$ cat src/rtl/psi_pkg.sv
// Shared definitions for the PSI MAC accelerator and its APB feeder:
// register offsets and the feeder FSM state encoding.
package psi_pkg;

    localparam logic [11:0] PSI_OFF_INBUFFER  = 12'h000;
    localparam logic [11:0] PSI_OFF_WBUFFER_0 = 12'h004;
    localparam logic [11:0] PSI_OFF_OUT       = 12'h008;

    typedef enum logic [2:0] {
        StIdle,
        StCfgSetup,
        StCfgAccess,
        StWrSetup,
        StWrAccess,
        StRdSetup,
        StRdAccess,
        StOutHold
    } psi_feeder_state_t;

endpackage

$ cat src/rtl/psi_sample_fifo.sv
// Small 8-bit sample FIFO with registered occupancy count; DEPTH must be a power of 2.
module psi_sample_fifo #(
    parameter int unsigned DEPTH = 4
) (
    input  logic       clk,
    input  logic       rst,
    input  logic       push,
    input  logic [7:0] push_data,
    input  logic       pop,
    output logic       full,
    output logic       empty,
    output logic [7:0] head
);

    localparam int unsigned AW = (DEPTH > 1) ? $clog2(DEPTH) : 1;

    logic [7:0]    mem [DEPTH];
    logic [AW-1:0] wr_ptr;
    logic [AW-1:0] rd_ptr;
    logic [AW:0]   count;
    logic          do_push;
    logic          do_pop;

    assign full    = (count == (AW + 1)'(DEPTH));
    assign empty   = (count == '0);
    assign head    = mem[rd_ptr];
    assign do_push = push && !full;
    assign do_pop  = pop && !empty;

    // Pointers wrap naturally because DEPTH is a power of 2.
    always_ff @(posedge clk or posedge rst) begin
        if (rst) begin
            wr_ptr <= '0;
            rd_ptr <= '0;
            count  <= '0;
        end else begin
            if (do_push) wr_ptr <= wr_ptr + AW'(1);
            if (do_pop)  rd_ptr <= rd_ptr + AW'(1);
            if (do_push && !do_pop)      count <= count + (AW + 1)'(1);
            else if (do_pop && !do_push) count <= count - (AW + 1)'(1);
        end
    end

    always_ff @(posedge clk) begin
        if (do_push) mem[wr_ptr] <= push_data;
    end

endmodule

$ cat src/rtl/apb_psi_feeder.sv
// APB master feeding samples and tap weights to the PSI MAC accelerator and returning results.
// Build option: define PSI_FEEDER_WARMUP_EN to drop the first two partial-window results after reset.
module apb_psi_feeder
    import psi_pkg::*;
#(
    parameter int unsigned                APB_ADDR_WIDTH = 12,
    parameter int unsigned                FIFO_DEPTH     = 4,
    parameter logic [APB_ADDR_WIDTH-1:0] BASE_ADDR      = '0
) (
    input  logic                      HCLK,
    input  logic                      HRESET,
    input  logic [7:0]                s_data_i,
    input  logic                      s_valid_i,
    output logic                      s_ready_o,
    input  logic [23:0]               w_data_i,
    input  logic                      w_load_i,
    output logic [31:0]               res_data_o,
    output logic                      res_valid_o,
    input  logic                      res_ready_i,
    output logic                      err_o,
    output logic [APB_ADDR_WIDTH-1:0] PADDR,
    output logic [31:0]               PWDATA,
    output logic                      PWRITE,
    output logic                      PSEL,
    output logic                      PENABLE,
    input  logic [31:0]               PRDATA,
    input  logic                      PREADY,
    input  logic                      PSLVERR
);

    localparam logic [APB_ADDR_WIDTH-1:0] ADDR_IN  = BASE_ADDR + APB_ADDR_WIDTH'(PSI_OFF_INBUFFER);
    localparam logic [APB_ADDR_WIDTH-1:0] ADDR_W   = BASE_ADDR + APB_ADDR_WIDTH'(PSI_OFF_WBUFFER_0);
    localparam logic [APB_ADDR_WIDTH-1:0] ADDR_OUT = BASE_ADDR + APB_ADDR_WIDTH'(PSI_OFF_OUT);

    psi_feeder_state_t state;
    logic              pend;
    logic [23:0]       wpend;
    logic              fifo_full;
    logic              fifo_empty;
    logic [7:0]        fifo_head;
    logic              push;
    logic              pop;
`ifdef PSI_FEEDER_WARMUP_EN
    logic [1:0]        warm_cnt;
`endif

    assign s_ready_o = !fifo_full;
    assign push      = s_valid_i && s_ready_o;
    assign pop       = (state == StWrAccess) && PREADY;

    psi_sample_fifo #(
        .DEPTH(FIFO_DEPTH)
    ) u_fifo (
        .clk      (HCLK),
        .rst      (HRESET),
        .push     (push),
        .push_data(s_data_i),
        .pop      (pop),
        .full     (fifo_full),
        .empty    (fifo_empty),
        .head     (fifo_head)
    );

    always_ff @(posedge HCLK or posedge HRESET) begin
        if (HRESET) begin
            state       <= StIdle;
            pend        <= 1'b0;
            wpend       <= '0;
            PADDR       <= '0;
            PWDATA      <= '0;
            PWRITE      <= 1'b0;
            PSEL        <= 1'b0;
            PENABLE     <= 1'b0;
            res_data_o  <= '0;
            res_valid_o <= 1'b0;
            err_o       <= 1'b0;
`ifdef PSI_FEEDER_WARMUP_EN
            warm_cnt    <= '0;
`endif
        end else begin
            if (w_load_i) begin
                pend  <= 1'b1;
                wpend <= w_data_i;
            end
            if (PSEL && PENABLE && PREADY && PSLVERR) err_o <= 1'b1;

            case (state)
                StIdle: begin
                    if (pend) begin
                        state   <= StCfgSetup;
                        PSEL    <= 1'b1;
                        PENABLE <= 1'b0;
                        PWRITE  <= 1'b1;
                        PADDR   <= ADDR_W;
                        // A pulse in this very cycle is the latest value and must win.
                        PWDATA  <= {8'h0, w_load_i ? w_data_i : wpend};
                    end else if (!fifo_empty) begin
                        state   <= StWrSetup;
                        PSEL    <= 1'b1;
                        PENABLE <= 1'b0;
                        PWRITE  <= 1'b1;
                        PADDR   <= ADDR_IN;
                        PWDATA  <= {24'h0, fifo_head};
                    end
                end
                StCfgSetup: begin
                    state   <= StCfgAccess;
                    PENABLE <= 1'b1;
                    if (!w_load_i) pend <= 1'b0;
                end
                StCfgAccess: begin
                    if (PREADY) begin
                        state   <= StIdle;
                        PSEL    <= 1'b0;
                        PENABLE <= 1'b0;
                        PWRITE  <= 1'b0;
                    end
                end
                StWrSetup: begin
                    state   <= StWrAccess;
                    PENABLE <= 1'b1;
                end
                StWrAccess: begin
                    if (PREADY) begin
                        state   <= StRdSetup;
                        PENABLE <= 1'b0;
                        PWRITE  <= 1'b0;
                        PADDR   <= ADDR_OUT;
                        PWDATA  <= '0;
                    end
                end
                StRdSetup: begin
                    state   <= StRdAccess;
                    PENABLE <= 1'b1;
                end
                StRdAccess: begin
                    if (PREADY) begin
                        PSEL       <= 1'b0;
                        PENABLE    <= 1'b0;
                        res_data_o <= PRDATA;
`ifdef PSI_FEEDER_WARMUP_EN
                        if (warm_cnt < 2'd2) begin
                            warm_cnt <= warm_cnt + 2'd1;
                            state    <= StIdle;
                        end else begin
                            res_valid_o <= 1'b1;
                            state       <= StOutHold;
                        end
`else
                        res_valid_o <= 1'b1;
                        state       <= StOutHold;
`endif
                    end
                end
                StOutHold: begin
                    if (res_ready_i) begin
                        res_valid_o <= 1'b0;
                        state       <= StIdle;
                    end
                end
                default: state <= StIdle;
            endcase
        end
    end

endmodule

$ cat config.mk
export PLATFORM = sky130hd
export DESIGN_NAME = apb_psi_feeder
export DESIGN_NICKNAME = d
export VERILOG_FILES = /design/src/rtl/psi_pkg.sv /design/src/rtl/psi_sample_fifo.sv /design/src/rtl/apb_psi_feeder.sv
export SDC_FILE = /design/constraint.sdc
export NUM_CORES = 1
export LEC_CHECK = 0
export BUFFER_PORTS_ARGS = -buffer_cell sky130_fd_sc_hd__buf_2
export CORE_ASPECT_RATIO = 0.5
export CORE_MARGIN = 3
export CORE_UTILIZATION = 30
export CTS_CLUSTER_DIAMETER = 30
export DETAILED_ROUTE_END_ITERATION = 10
export GPL_TIMING_DRIVEN = 0
export PLACE_DENSITY = 0.52
export REMOVE_ABC_BUFFERS = 1
export SYNTH_ARGS = -nofsm -noshare
export SYNTH_HDL_FRONTEND = slang
export SYNTH_HIERARCHICAL = 1
export SYNTH_SLANG_ARGS = --single-unit
$ cat constraint.sdc
create_clock -name HCLK -period 2.8 [get_ports HCLK]
set_input_delay 0.28 -clock HCLK [delete_from_list [all_inputs] [get_ports HCLK]]
set_output_delay 0.28 -clock HCLK [all_outputs]
set_load 0.05 [all_outputs]
Word level (Yosys, flattened, before mapping)
Memory sizes are Yosys's and may differ from the RTL's.
Index checks and enable logic that the tools add are counted.
Operators by class
  div/mod/pow operators: 0
  bitwise gates (word level): 0
  $add $sub $neg: 4
  shift operators: 0
  order comparisons: 0
  multiplexer cells: 34
  reduce and logical (&&, ||, !) cells: 32
  $mul: 0
  eq/ne operators: 16
Operator list (number)
  32-bit 2-to-1 mux: 3
  32-bit one-hot mux with 2 select lines: 1
  12-bit 2-to-1 mux: 3
  24-bit 2-to-1 mux: 1
  3-bit 2-to-1 mux: 8
  12-bit one-hot mux with 2 select lines: 1
  3-bit one-hot mux with 8 select lines: 1
  3-bit equality test (second input constant): 5
  3-bit AND reduction: 5
  1-bit 2-to-1 mux: 12
  2-bit nonzero test: 5
  1-bit logical AND: 9
  2-bit inequality test (second input constant): 4
  3-bit by 2-bit equality test with 1-bit output (second input constant): 2
  3-bit zero test: 2
  2-bit by 1-bit inequality test with 1-bit output (second input constant): 3
  1-bit one-hot mux with 2 select lines: 3
  3-bit OR reduction: 2
  5-bit AND reduction: 1
  2-bit by 1-bit adder with 2-bit output (second input constant): 2
  1-bit zero test: 4
  2-bit OR reduction: 2
  3-bit by 1-bit adder with 3-bit output (second input constant): 1
  3-bit by 1-bit equality test with 1-bit output (second input constant): 1
  5 further kinds: 5
Word-level totals
  ROM bits: 0
  memories kept: 1
  latch bits: 0
  logic and storage cells: 101
  bits of input ports: 71
  output and inout bits: 82
  register bits: 116
  memory bits (writable): 32
Memory list
  u_fifo.mem: depth 4, width 8, rd ports 1, clocked after Yosys merged registers in 0, wr ports 1, RTL line psi_sample_fifo.sv:17  | logic [7:0] mem [DEPTH];

Longest topological paths before layout
Gate-level depths: netlist (run 1).
  depth after elaboration: 8
  gate-level depth with buffers: 10

Modules after synthesis
Netlist (run 1), hierarchy kept.
Modules (own cells, without submodules)
  apb_psi_feeder: cells an instance 281, times used 1, sequential area each 2277.2 um^2, area an instance 3806.2 um^2
  psi_sample_fifo: cells an instance 78, times used 1, sequential area each 1136.1 um^2, area an instance 1592.8 um^2

Worst setup path before layout (run 1)
No wires, ideal clock.
  path type: register to register
  from: register state[1]
  to: register u_fifo.count[1]
  data arrival time: 1.958 ns
  period minus slack after synthesis: 2.083 ns
  stages on the path, launching flop included: 9
  path slack: 0.717 ns
  path buffers: 2
  cell sequence: dfrtp_1 > clkbuf_2 > buf_1 > nor3_1 > nand2b_1 > ha_1 > inv_1 > fa_1 > mux2_2
Between the ends
  word-level cells in the longest chain between the ends: 6
  elaborated cells on any way between the ends: 8
  those cells by class: eq/ne (1); mux (1); reduce/logical (6)
Ends and longest elaborated chain
  from (decl): RTL line apb_psi_feeder.sv:35  | psi_feeder_state_t state;
  from (signal assigned): RTL line apb_psi_feeder.sv:66  | state <= StIdle;
  from (signal assigned): RTL line apb_psi_feeder.sv:90  | state <= StCfgSetup;
  from (signal assigned): RTL line apb_psi_feeder.sv:98  | state <= StWrSetup;
  3-bit equality test *: RTL line apb_psi_feeder.sv:49  | assign pop = (state == StWrAccess) && PREADY;
  1-bit logical AND *: RTL line apb_psi_feeder.sv:49
  named net pop: RTL line apb_psi_feeder.sv:42  | logic pop;
  1-bit logical AND *: RTL line psi_sample_fifo.sv:28  | assign do_pop = pop && !empty;
  1-bit zero test: RTL line psi_sample_fifo.sv:39  | if (do_push && !do_pop) count <= count + (AW + 1)'(1);
  1-bit logical AND: RTL line psi_sample_fifo.sv:39
  3-bit 2-to-1 mux / 2-bit nonzero test (equally long branches)
  to (signal assigned): RTL line psi_sample_fifo.sv:39
  to (signal assigned): RTL line psi_sample_fifo.sv:40  | else if (do_pop && !do_push) count <= count - (AW + 1)'(1);
  to (decl): RTL line psi_sample_fifo.sv:20  | logic [AW:0] count;
The timed path passes the listed nets; every way through them passes the cells marked *.
A chain may end at the register's enable or synchronous reset.

Final worst setup path (run 1)
  from: register u_fifo.count[0]
  to: register u_fifo.count[2]
Between the ends
  elaborated cells on any way between the ends: 16
  those cells by class: add/sub (2); eq/ne (1); mux (2); reduce/logical (11)
RTL lines
  3-bit zero test *: RTL line psi_sample_fifo.sv:25  | assign empty = (count == '0);
  named net fifo_empty: RTL line apb_psi_feeder.sv:39  | logic fifo_empty;
  1-bit zero test *: RTL line psi_sample_fifo.sv:28
  1-bit logical AND *: RTL line psi_sample_fifo.sv:28
  1-bit zero test: RTL line psi_sample_fifo.sv:39
  1-bit logical AND: RTL line psi_sample_fifo.sv:39
  3-bit 2-to-1 mux / 2-bit nonzero test (equally long branches)
The timed path passes the listed nets; every way through them passes the cells marked *. The select of a mux whose other input is x is not followed.

==> out/metrics.yaml, run 1 <==
timing:
  grt_setup_unrepaired: "no"
  worstMarginPinSlew_ns: 0.9035
  hold_viol: 0
  setup_viol: 0
  finalWorstSetupSlack_ns: 0.3350
  skew_ns: 0.01164
  fmax_mhz: 405.7
  relSlewSlack_pct: 39.70
  finalCritPeriodShare_pct: 88.03
  drv_slew: 0
  fin_crit_ns: 2.465
setup_path:
  critical_path_buf_inv_count: 1
  cp.required_ns: 3.13
  r2r_start: "u_fifo/count[0]$_DFFE_PP0P_"
  r2r_end: "u_fifo/count[2]$_DFFE_PP0P_"
  cp-end-kind: "flop"
  crit_fanout: 13
  r2r.worst_path.cells: 8
  crit_type: "reg2reg"
  rrSetupSlack_ns: 0.34
  worstPathCellList: "nor3_2 -> nand2b_1 -> ha_1 -> inv_1 -> fa_1 -> xor2_1 -> nor2_1 -> xor2_1"
  worst_ep_arrival_time_ns: 2.79
  critPathMaxStageDelay_ns: 0.64
  cp_common_cell: "xor2_1"
  crit_family: "simple AND/OR/NAND/NOR gates"
  crit_path_start_kind: "flop"
  critPathSlowestCell: "nor3_2"
cts:
  cts_tree: "yes"
  clock_latency_ns: 0.41
  cts_sinks: 130
  cts_setup_buffers: 0
  cts.reportedPaths.clkPinSlew_ns: 0.07
  clock_path_buffers: 2
  h-tree-depth: 4
  cts_buffers: 17
  cts_root_buffer: "clkbuf_16"
detailed_routing:
  drcViolationCount: 0
  dr.pass1.iters: 4
  first_iter_violations: 198
  via_count: 3247
  vias_per_cell: 4.436
  avgRoutedWirePerCell_um: 15.28
  wl_um: 11190
  drtAntennaViolNets: 0
job:
  drv_cap: 0
logic_synthesis:
  synth-edff-count: 32
  synth_top_area_share_pct: 45.42
  synth_area_mm2: 0.005399
  yosys_warnings: 6
  ys_ff_latch: 130
  yosysSeqAreaShare_pct: 63.22
  synth_flop_cell: "dfrtp_1"
  avgSynthCellArea_um2: 15.04
  synth_area_leaders: "dfrtp_1, edfxtp_1, mux2_1"
  syn_inst: 359
  ys_types: 48
  async_flop_share_pct: 75.38
  synth_area_leader_cell: "dfrtp_1"
floorplan:
  core_area_mm2: 0.01697
  io_pins: 153
  rows: 33
  start_util_pct: 31.81
  die_width_um: 195.7
  dieHeight_um: 100.9
  die_area_mm2: 0.01974
placement:
  port_buffers: 134
  post_dp_cell_area_mm2: 0.006210
  pre_cts_ws_ns: -0.3820
  dp_hpwl_um: 7651
  place_congestion: 0.7082
global_route:
  groute.usage.overall_pct: 11.63
  overflow: 0
  grt_first_pass_wirelength_um: 17820
  grt_pass1_vias: 3393
  grt_max_degree: 56
  antenna_found_initial: 0
final_layout:
  diodes: 0
  nets: 569
  area_growth_pct: 26.19
  final_common_cell: "buf_2"
  final_area_mm2: 0.006813
  drive_gt1_share_pct: 43.17
  final_cell_mix: "buf_2, dfrtp_1, edfxtp_1"
power:
  ir_drop_v: 0.0005768
  power_leakage_nw: 3.054
  power_density_mw_per_mm2: 1250
min_path:
  hold_path.class: "in2reg"
  hold_start: "PRDATA[16]"
  hold-path-endpoint: "res_data_o[16]$_DFFE_PP0P_"
  min_path_cells: 2
status:
  outcome: "finished clean"
kinds of logic (layout without fill, tap and decap cells):
group / Yosys count / after routing / share of synthesized area, %
compound gates: 53 / 53 / 7.903
simple gates: 49 / 49 / 5.516
mux: 66 / 66 / 15.50
other cells: 1 / 18 / 0.06946
buf+inv: 48 / 177 / 5.284
flops: 130 / 130 / 63.22
xor+xnor: 6 / 6 / 0.9733
fa+ha+maj: 6 / 6 / 1.530
final cells by class:
type	instances	area, um^2
clock buffers	17	425.4
fillers	1648	10160
multi-input cells	198	1780
well taps	227	284.0
repair buffers	137	723.2
flip-flops and latches	130	3413
clock inverters	15	153.9
inverters	8	32.53
how the worst max path moves through the flow:
| stage | cells after the start | startpoint | slack, ns | end |
|---|---|---|---|---|
| 3_3_place_gp | 2 | HRESET | -1.10 | PWDATA[18]$_DFFE_PP0P_ |
| 4_1_cts | 8 | u_fifo/count[0]$_DFFE_PP0P_ | 0.27 | u_fifo/count[2]$_DFFE_PP0P_ |
| 5_1_grt | 8 | u_fifo/count[0]$_DFFE_PP0P_ | 0.07 | u_fifo/count[2]$_DFFE_PP0P_ |
| 6_report | 8 | u_fifo/count[0]$_DFFE_PP0P_ | 0.34 | u_fifo/count[2]$_DFFE_PP0P_ |
| 2_1_floorplan | 1 | HRESET | 0.16 | PADDR[2]$_DFFE_PP0P_ |
| 3_5_place_dp | 4 | u_fifo/count[0]$_DFFE_PP0P_ | -0.38 | PADDR[2]$_DFFE_PP0P_ |
per-stage QoR:
| step | util [%] | hold slack [ns] | instances | power [W] | setup TNS [ns] |
|---|---|---|---|---|---|
| 6_report | 40.15 | 0.07687 | 732 | 0.008513 | 0 |
| 5_1_grt | 40.15 | 0.05873 | 732 | 0.009008 | 0 |
| 4_1_cts | 40.15 | 0.05824 | 732 | 0.008664 | 0 |
| 3_5_place_dp | 36.59 | 0.2698 | 699 | 0.006446 | -8.155 |
| 3_3_place_gp | 36.31 | 0.2536 | 697 | 0.006389 | -106.50 |
| 2_1_floorplan | - | 0.08340 | 336 | 0.005546 | 0 |
timing repair:
| item | 4_1_cts | 5_1_grt |
|---|---|---|
| hold buffers | 1 | 0 |
| endpoints found under the hold margin | 43 | 0 |
| gates resized for setup | 2 | 0 |
| setup endpoints to repair | 27 | 0 |
layer usage:
layer  global-route usage, %  vias to the layer above  share of wire, %
li1                        -                     1543                 -
met1                   13.99                     1629                43
met2                   20.10                       68                52
met3                   3.639                        7               4.3
met4                   3.886                        0              0.73
met5                       0                        -                 0
cell usage after synthesis, types with 2 or more instances:
cell type  number
and2_2          4
a21oi_1         3
xor2_1          2
o2bb2ai_1       8
xnor2_1         4
nor2b_1         9
a2bb2oi_1       2
buf_2          11
clkbuf_1        5
mux2_1         30
a22o_1          3
mux2_2         27
nand2_1         6
o21ai_0        11
buf_6           2
dfrtp_1        98
buf_4          20
nor3_1          5
a32o_1         16
edfxtp_1       32
a21o_1          2
ha_1            5
mux4_2          8
nand2b_1        5
nor2_1         12
inv_1           7
flip-flops by register name, indices dropped and copies added, names as in the netlist, 2 cells and up:
name	cells
u_fifo/rd_ptr	2
wpend	24
PADDR	2
u_fifo/count	3
u_fifo/wr_ptr	2
u_fifo/mem	32
state	3
res_data_o	32
PWDATA	24
power breakdown:
part | leakage (nW) | internal (W) | switching, W
clock | 0.289 | 0.00120 | 0.000959
sequential | 1.48 | 0.00255 | 0.000438
combinational | 1.29 | 0.00105 | 0.00231
total | 3.05 | 0.00481 | 0.00371
Note: power is estimated with default switching activity, not from simulation.
==> inputs of run 2 (changes only) <==
- CORE_MARGIN: 3 -> 5
==> out/metrics.yaml, run 2 (synthesis results as in run 1) <==
status:
  outcome: "finished clean"
detailed_routing:
  drtAntennaViolNets: 0  # unchanged
  vias_per_cell: 4.452  # +0.36%
  drcViolationCount: 0  # unchanged
  wl_um: 11490  # +2.7%
  dr.pass1.iters: 4  # unchanged
  via_count: 3290  # +1.3%
  avgRoutedWirePerCell_um: 15.54  # +1.7%
  first_iter_violations: 295  # +49%
min_path:
  min_path_cells: 1  # -1
  hold_path.class: "in2reg"
  hold-path-endpoint: "u_fifo/mem[0][4]$_DFFE_PP_"
  hold_start: "s_data_i[4]"
global_route:
  grt_first_pass_wirelength_um: 18260  # +2.4%
  overflow: 0  # unchanged
  grt_pass1_vias: 3322  # -2.1%
  grt_max_degree: 51  # -8.9%
  antenna_found_initial: 0  # unchanged
  groute.usage.overall_pct: 11.17  # -0.46 points
setup_path:
  critPathMaxStageDelay_ns: 0.63  # about the same
  cp.required_ns: 3.14  # about the same
  r2r.worst_path.cells: 8  # unchanged
  critPathSlowestCell: "nor3_2"
  cp-end-kind: "flop"
  crit_family: "simple AND/OR/NAND/NOR gates"
  crit_fanout: 13  # unchanged
  rrSetupSlack_ns: 0.37  # +0.04 ns
  crit_type: "reg2reg"
  worst_ep_arrival_time_ns: 2.76  # -0.03 ns
  worstPathCellList: "nor3_2 -> nand2b_1 -> ha_1 -> inv_1 -> fa_1 -> xor2_1 -> nor2_1 -> xor2_1"
  critical_path_buf_inv_count: 1  # unchanged
  cp_common_cell: "xor2_1"
  r2r_end: "u_fifo/count[2]$_DFFE_PP0P_"
  crit_path_start_kind: "flop"
  r2r_start: "u_fifo/count[0]$_DFFE_PP0P_"
power:
  combPwrFrac_pct: 39.2  # -0.3 points
  p_switching_w: 0.003778  # +1.9%
  power_w: 0.008597  # +0.98%
  power_density_mw_per_mm2: 1256  # +0.50%
  ir_drop_v: 0.0005257  # -8.9%
  clock_power_share_pct: 26.0  # +0.7 points
  netSwitchingFraction_pct: 43.95  # +0.40 points
  power_leakage_nw: 3.056  # about the same
  p_int_w: 0.004818  # +0.27%
  pwr-share-seq_pct: 34.8  # -0.3 points
timing:
  grt_setup_unrepaired: "no"
  tns_ns: 0  # unchanged
  fin_hold_ws_ns: 0.07283  # -0.004047 ns
  drv_slew: 0  # unchanged
  relSlewSlack_pct: 45.51  # +5.8 points
  finalCritPeriodShare_pct: 86.76  # -1.3 points
  skew_ns: 0.01173  # +0.00008420 ns
  hold_viol: 0  # unchanged
  worstMarginPinSlew_ns: 0.8135  # -0.08997 ns
  setup_viol: 0  # unchanged
  fin_crit_ns: 2.429  # -0.03557 ns
  fmax_mhz: 411.6  # +1.5%
final_layout:
  drive_gt1_share_pct: 43.17  # unchanged
  final_common_cell: "buf_2"
  nets: 569  # unchanged
  instances_no_fill: 739  # +0.96%
  fill_cells: 1712  # +3.9%
  final_area_mm2: 0.006845  # +0.48%
  top_regs: "res_data_o: 32 flops, u_fifo/mem: 32 flops"
  final_cell_mix: "buf_2, dfrtp_1, edfxtp_1"
  area_growth_pct: 26.79
  diodes: 0  # unchanged
cts:
  cts_sinks: 130  # unchanged
  clock_latency_ns: 0.42  # about the same
  clock_path_buffers: 2  # unchanged
  cts_root_buffer: "clkbuf_16"
  cts_buffers: 17  # unchanged
  h-tree-depth: 4  # unchanged
  cts.reportedPaths.clkPinSlew_ns: 0.08  # about the same
  cts_tree: "yes"
  cts_setup_buffers: 0  # unchanged
placement:
  post_dp_cell_area_mm2: 0.006211  # about the same
  dp_hpwl_um: 8004  # +4.6%
  dp.cells: 706  # +1.0%
  port_buffers: 134  # unchanged
  place_congestion: 0.7129  # +0.66%
job:
  drv_cap: 0  # unchanged
floorplan:
  die_area_mm2: 0.02094  # +6.1%
  io_pins: 153  # unchanged
  core_area_mm2: 0.01753  # +3.3%
  rows: 34  # +3.0%
  start_util_pct: 30.80  # -1.0 points
  dieHeight_um: 104.9  # +4.0%
  die_width_um: 199.7  # +2.0%
## run 2: cell count changes in the layout (fill, tap and decap cells not counted), sizes merged
cell	before	now
clkinv	2	6
clkinvlp	0	1
inv	21	16
## run 2: what timing repair did
action	in CTS	in global routing
hold buffers	1	0
endpoints found under the setup margin	27	0
resized for setup	2	0
hold endpoints to repair	17	0
## run 2: cell type report
cell class | instances | area [um^2] | area share (%)
clock inverters | 15 | 185.2 | 2.705
well taps | 234 | 292.8 | 4.277
clock buffers | 17 | 425.4 | 6.215
multi-input cells | 198 | 1780 | 26.01
inverters | 8 | 32.53 | 0.4752
repair buffers | 137 | 715.7 | 10.46
flip-flops and latches | 130 | 3413 | 49.86
## run 2: metrics by stage
stage,utilization [%],setup WS (ns)
6_report,39.06,0.3706
4_1_cts,39.06,0.2865
3_5_place_dp,35.44,-0.3292
2_1_floorplan,-,0.1564
3_3_place_gp,35.21,-1.131
5_1_grt,39.06,0.1265
## run 2: worst reg2reg max path, cell delays in order, from the launching register on
cell and delay, ns:
dfrtp_1 0.47, nor3_2 0.63, nand2b_1 0.24, ha_1 0.20, inv_1 0.06, fa_1 0.37, xor2_1 0.15, nor2_1 0.10
xor2_1 0.15
## run 2: power by group through the flow
stage	registers (W)	clock network, W	logic (W)
final	0.00299	0.00223	0.00337
after global routing	0.00308	0.00238	0.00360
after CTS	0.00301	0.00230	0.00343
after detailed placement	0.00303	0	0.00342
after global placement	0.00301	0	0.00339
after floorplan	0.00433	0	0.00122
## run 2: layer usage
metal / track usage [%] / vias to the layer above / share of wire [%]
met5: 0 / - / 0
li1: - / 1542 / -
met4: 3.149 / 0 / 1.2
met2: 19.28 / 61 / 52
met3: 3.312 / 10 / 4.6
met1: 13.65 / 1677 / 42
## run 2: how the worst max path moves through the flow
stage | startpoint | endpoint | slack [ns] | cells past startpoint
after floorplan | HRESET | PADDR[2]$_DFFE_PP0P_ | 0.16 | 1
after global placement | HRESET | PWDATA[14]$_DFFE_PP0P_ | -1.13 | 2
after detailed placement | u_fifo/count[0]$_DFFE_PP0P_ | PADDR[2]$_DFFE_PP0P_ | -0.33 | 4
after CTS | u_fifo/count[0]$_DFFE_PP0P_ | u_fifo/count[2]$_DFFE_PP0P_ | 0.29 | 8
after global routing | u_fifo/count[0]$_DFFE_PP0P_ | u_fifo/count[2]$_DFFE_PP0P_ | 0.13 | 8
final | u_fifo/count[0]$_DFFE_PP0P_ | u_fifo/count[2]$_DFFE_PP0P_ | 0.37 | 8
==> inputs of run 3 (changes only) <==
- CTS_CLUSTER_DIAMETER: 30 -> default
- GPL_TIMING_DRIVEN: 0 -> default
==> out/metrics.yaml, run 3 (synthesis results as in run 1) <==
cts:
  cts_sinks: 130  # unchanged
  h-tree-depth: 4  # unchanged
  cts_buffers: 17  # unchanged
  cts_root_buffer: "clkbuf_16"
  cts_resized: 0  # -2
  cts_tree: "yes"
  clock_latency_ns: 0.41  # about the same
  cts.reportedPaths.clkPinSlew_ns: 0.06  # -0.02 ns
  clock_path_buffers: 2  # unchanged
detailed_routing:
  vias_per_cell: 4.433  # -0.43%
  dr.pass1.iters: 4  # unchanged
  wl_um: 11650  # +1.4%
  via_count: 3298  # +0.24%
  drtAntennaViolNets: 0  # unchanged
  drcViolationCount: 0  # unchanged
  first_iter_violations: 165  # -44%
  avgRoutedWirePerCell_um: 15.66  # +0.73%
floorplan:
  die_area_mm2: 0.02094  # unchanged
  rows: 34  # unchanged
  core_area_mm2: 0.01753  # unchanged
  dieHeight_um: 104.9  # unchanged
  io_pins: 153  # unchanged
  die_width_um: 199.7  # unchanged
  start_util_pct: 30.80  # unchanged
setup_path:
  cp.required_ns: 3.13  # about the same
  crit_type: "reg2reg"
  crit_fanout: 7  # -6
  cp-end-kind: "flop"
  worst_ep_arrival_time_ns: 2.46  # -0.30 ns
  crit_path_start_kind: "flop"
timing:
  fin_crit_ns: 2.130  # -0.2992 ns
  grt_setup_unrepaired: "no"
  finalCritPeriodShare_pct: 76.08  # -11 points
  hold_viol: 0  # unchanged
  setup_viol: 0  # unchanged
  worstMarginPinSlew_ns: 0.8103  # -0.003266 ns
  drv_slew: 0  # unchanged
  relSlewSlack_pct: 45.93  # +0.42 points
  fmax_mhz: 469.4  # +14%
  skew_ns: 0.01177  # +0.00004700 ns
  tns_ns: 0  # unchanged
power:
  power_leakage_nw: 3.031  # -0.82%
  p_int_w: 0.004792  # -0.55%
  p_switching_w: 0.003661  # -3.1%
  power_w: 0.008452  # -1.7%
  ir_drop_v: 0.0005705  # +8.5%
  power_density_mw_per_mm2: 1243  # -0.99%
  combPwrFrac_pct: 41.4  # +2.2 points
  netSwitchingFraction_pct: 43.31  # -0.64 points
  clock_power_share_pct: 24.3  # -1.7 points
  pwr-share-seq_pct: 34.3  # -0.5 points
final_layout:
  nets: 574  # +0.88%
  area_growth_pct: 25.91
  top_regs: "res_data_o: 32 flops, u_fifo/mem: 32 flops"
  drive_gt1_share_pct: 43.33  # +0.17 points
  final_cell_mix: "buf_2, dfrtp_1, edfxtp_1"
  multi_input_area_mm2: 0.001767  # -0.77%
  fill_cells: 1727  # +0.88%
  regArea_mm2: 0.003413  # unchanged
  diodes: 0  # unchanged
  final_common_cell: "buf_2"
global_route:
  grt_max_degree: 49  # -3.9%
  antenna_found_initial: 0  # unchanged
  groute.usage.overall_pct: 11.32  # +0.15 points
  overflow: 0  # unchanged
  grt_pass1_vias: 3330  # +0.24%
  grt_first_pass_wirelength_um: 18450  # +1.1%
placement:
  port_buffers: 134  # unchanged
  dp_hpwl_um: 8216  # +2.6%
  place_congestion: 0.7317  # +2.6%
job:
  drv_cap: 0  # unchanged
min_path:
  hold_path.class: "in2reg"
status:
  outcome: "finished clean"
run 3: final timing paths:
kind	from	to	slack, ns	cells past startpoint
worst min register to register	err_o$_DFFE_PP0P_	err_o$_DFFE_PP0P_	0.46	1
min in group asynchronous	HRESET	u_fifo/wr_ptr[0]$_DFFE_PP0P_	0.38	3
worst max-delay path	u_fifo/count[2]$_DFFE_PP0P_	u_fifo/count[2]$_DFFE_PP0P_	0.67	9
worst min-delay path	PRDATA[26]	res_data_o[26]$_DFFE_PP0P_	0.08	2
max in group asynchronous	HRESET	wpend[14]$_DFF_PP0_	1.61	4
worst max register to register	u_fifo/count[2]$_DFFE_PP0P_	u_fifo/count[2]$_DFFE_PP0P_	0.67	9
run 3: power by group through the flow:
stage	Clock, W	Combinational [W]	Sequential, W
floorplan	0	0.00122	0.00433
global placement	0	0.00353	0.00292
detailed placement	0	0.00355	0.00294
CTS	0.00213	0.00356	0.00291
global route	0.00222	0.00373	0.00298
finish	0.00206	0.00350	0.00290
run 3: what timing repair did:
action / in CTS / in global routing
setup buffers: 0 / 0
endpoints found under the hold margin: 17 / 0
hold buffers: 1 / 0
run 3: critical path: stages (launching register included):
cell     delay [ns]
dfrtp_1        0.40
nor3b_4        0.17
nor2b_1        0.11
nor2b_2        0.29
ha_1           0.23
inv_1          0.06
fa_1           0.37
xor2_1         0.15
nor2_1         0.11
xor2_1         0.16
run 3: cell type report:
type	instances	share of cell area, %
clock buffer	17	6.258
clock inverter	15	1.785
inverter	8	0.4786
multi-input combinational	198	25.99
sequential	130	50.21
tap	234	4.307
timing repair buffer	142	10.97
run 3: per-stage QoR:
step / hold WS [ns] / instance area, um^2 / util, % / cells / setup WS, ns
floorplan: 0.08340 / 5207 / - / 336 / 0.1564
global placement: 0.2701 / 6241 / 35.61 / 711 / 0.7125
detailed placement: 0.2689 / 6241 / 35.61 / 711 / 0.6847
CTS: 0.06101 / 6798 / 38.79 / 744 / 0.6577
global route: 0.06557 / 6798 / 38.79 / 744 / 0.4746
finish: 0.08356 / 6798 / 38.79 / 744 / 0.6698
run 3: metal layers:
| layer | GRT usage [%] | vias up | wire length [um] |
|---|---|---|---|
| met2 | 19.50 | 64 | 6113 |
| met4 | 3.924 | 0 | 148 |
| li1 | - | 1553 | - |
| met3 | 3.183 | 10 | 485 |
| met5 | 0 | - | 0 |
| met1 | 13.68 | 1671 | 4901 |
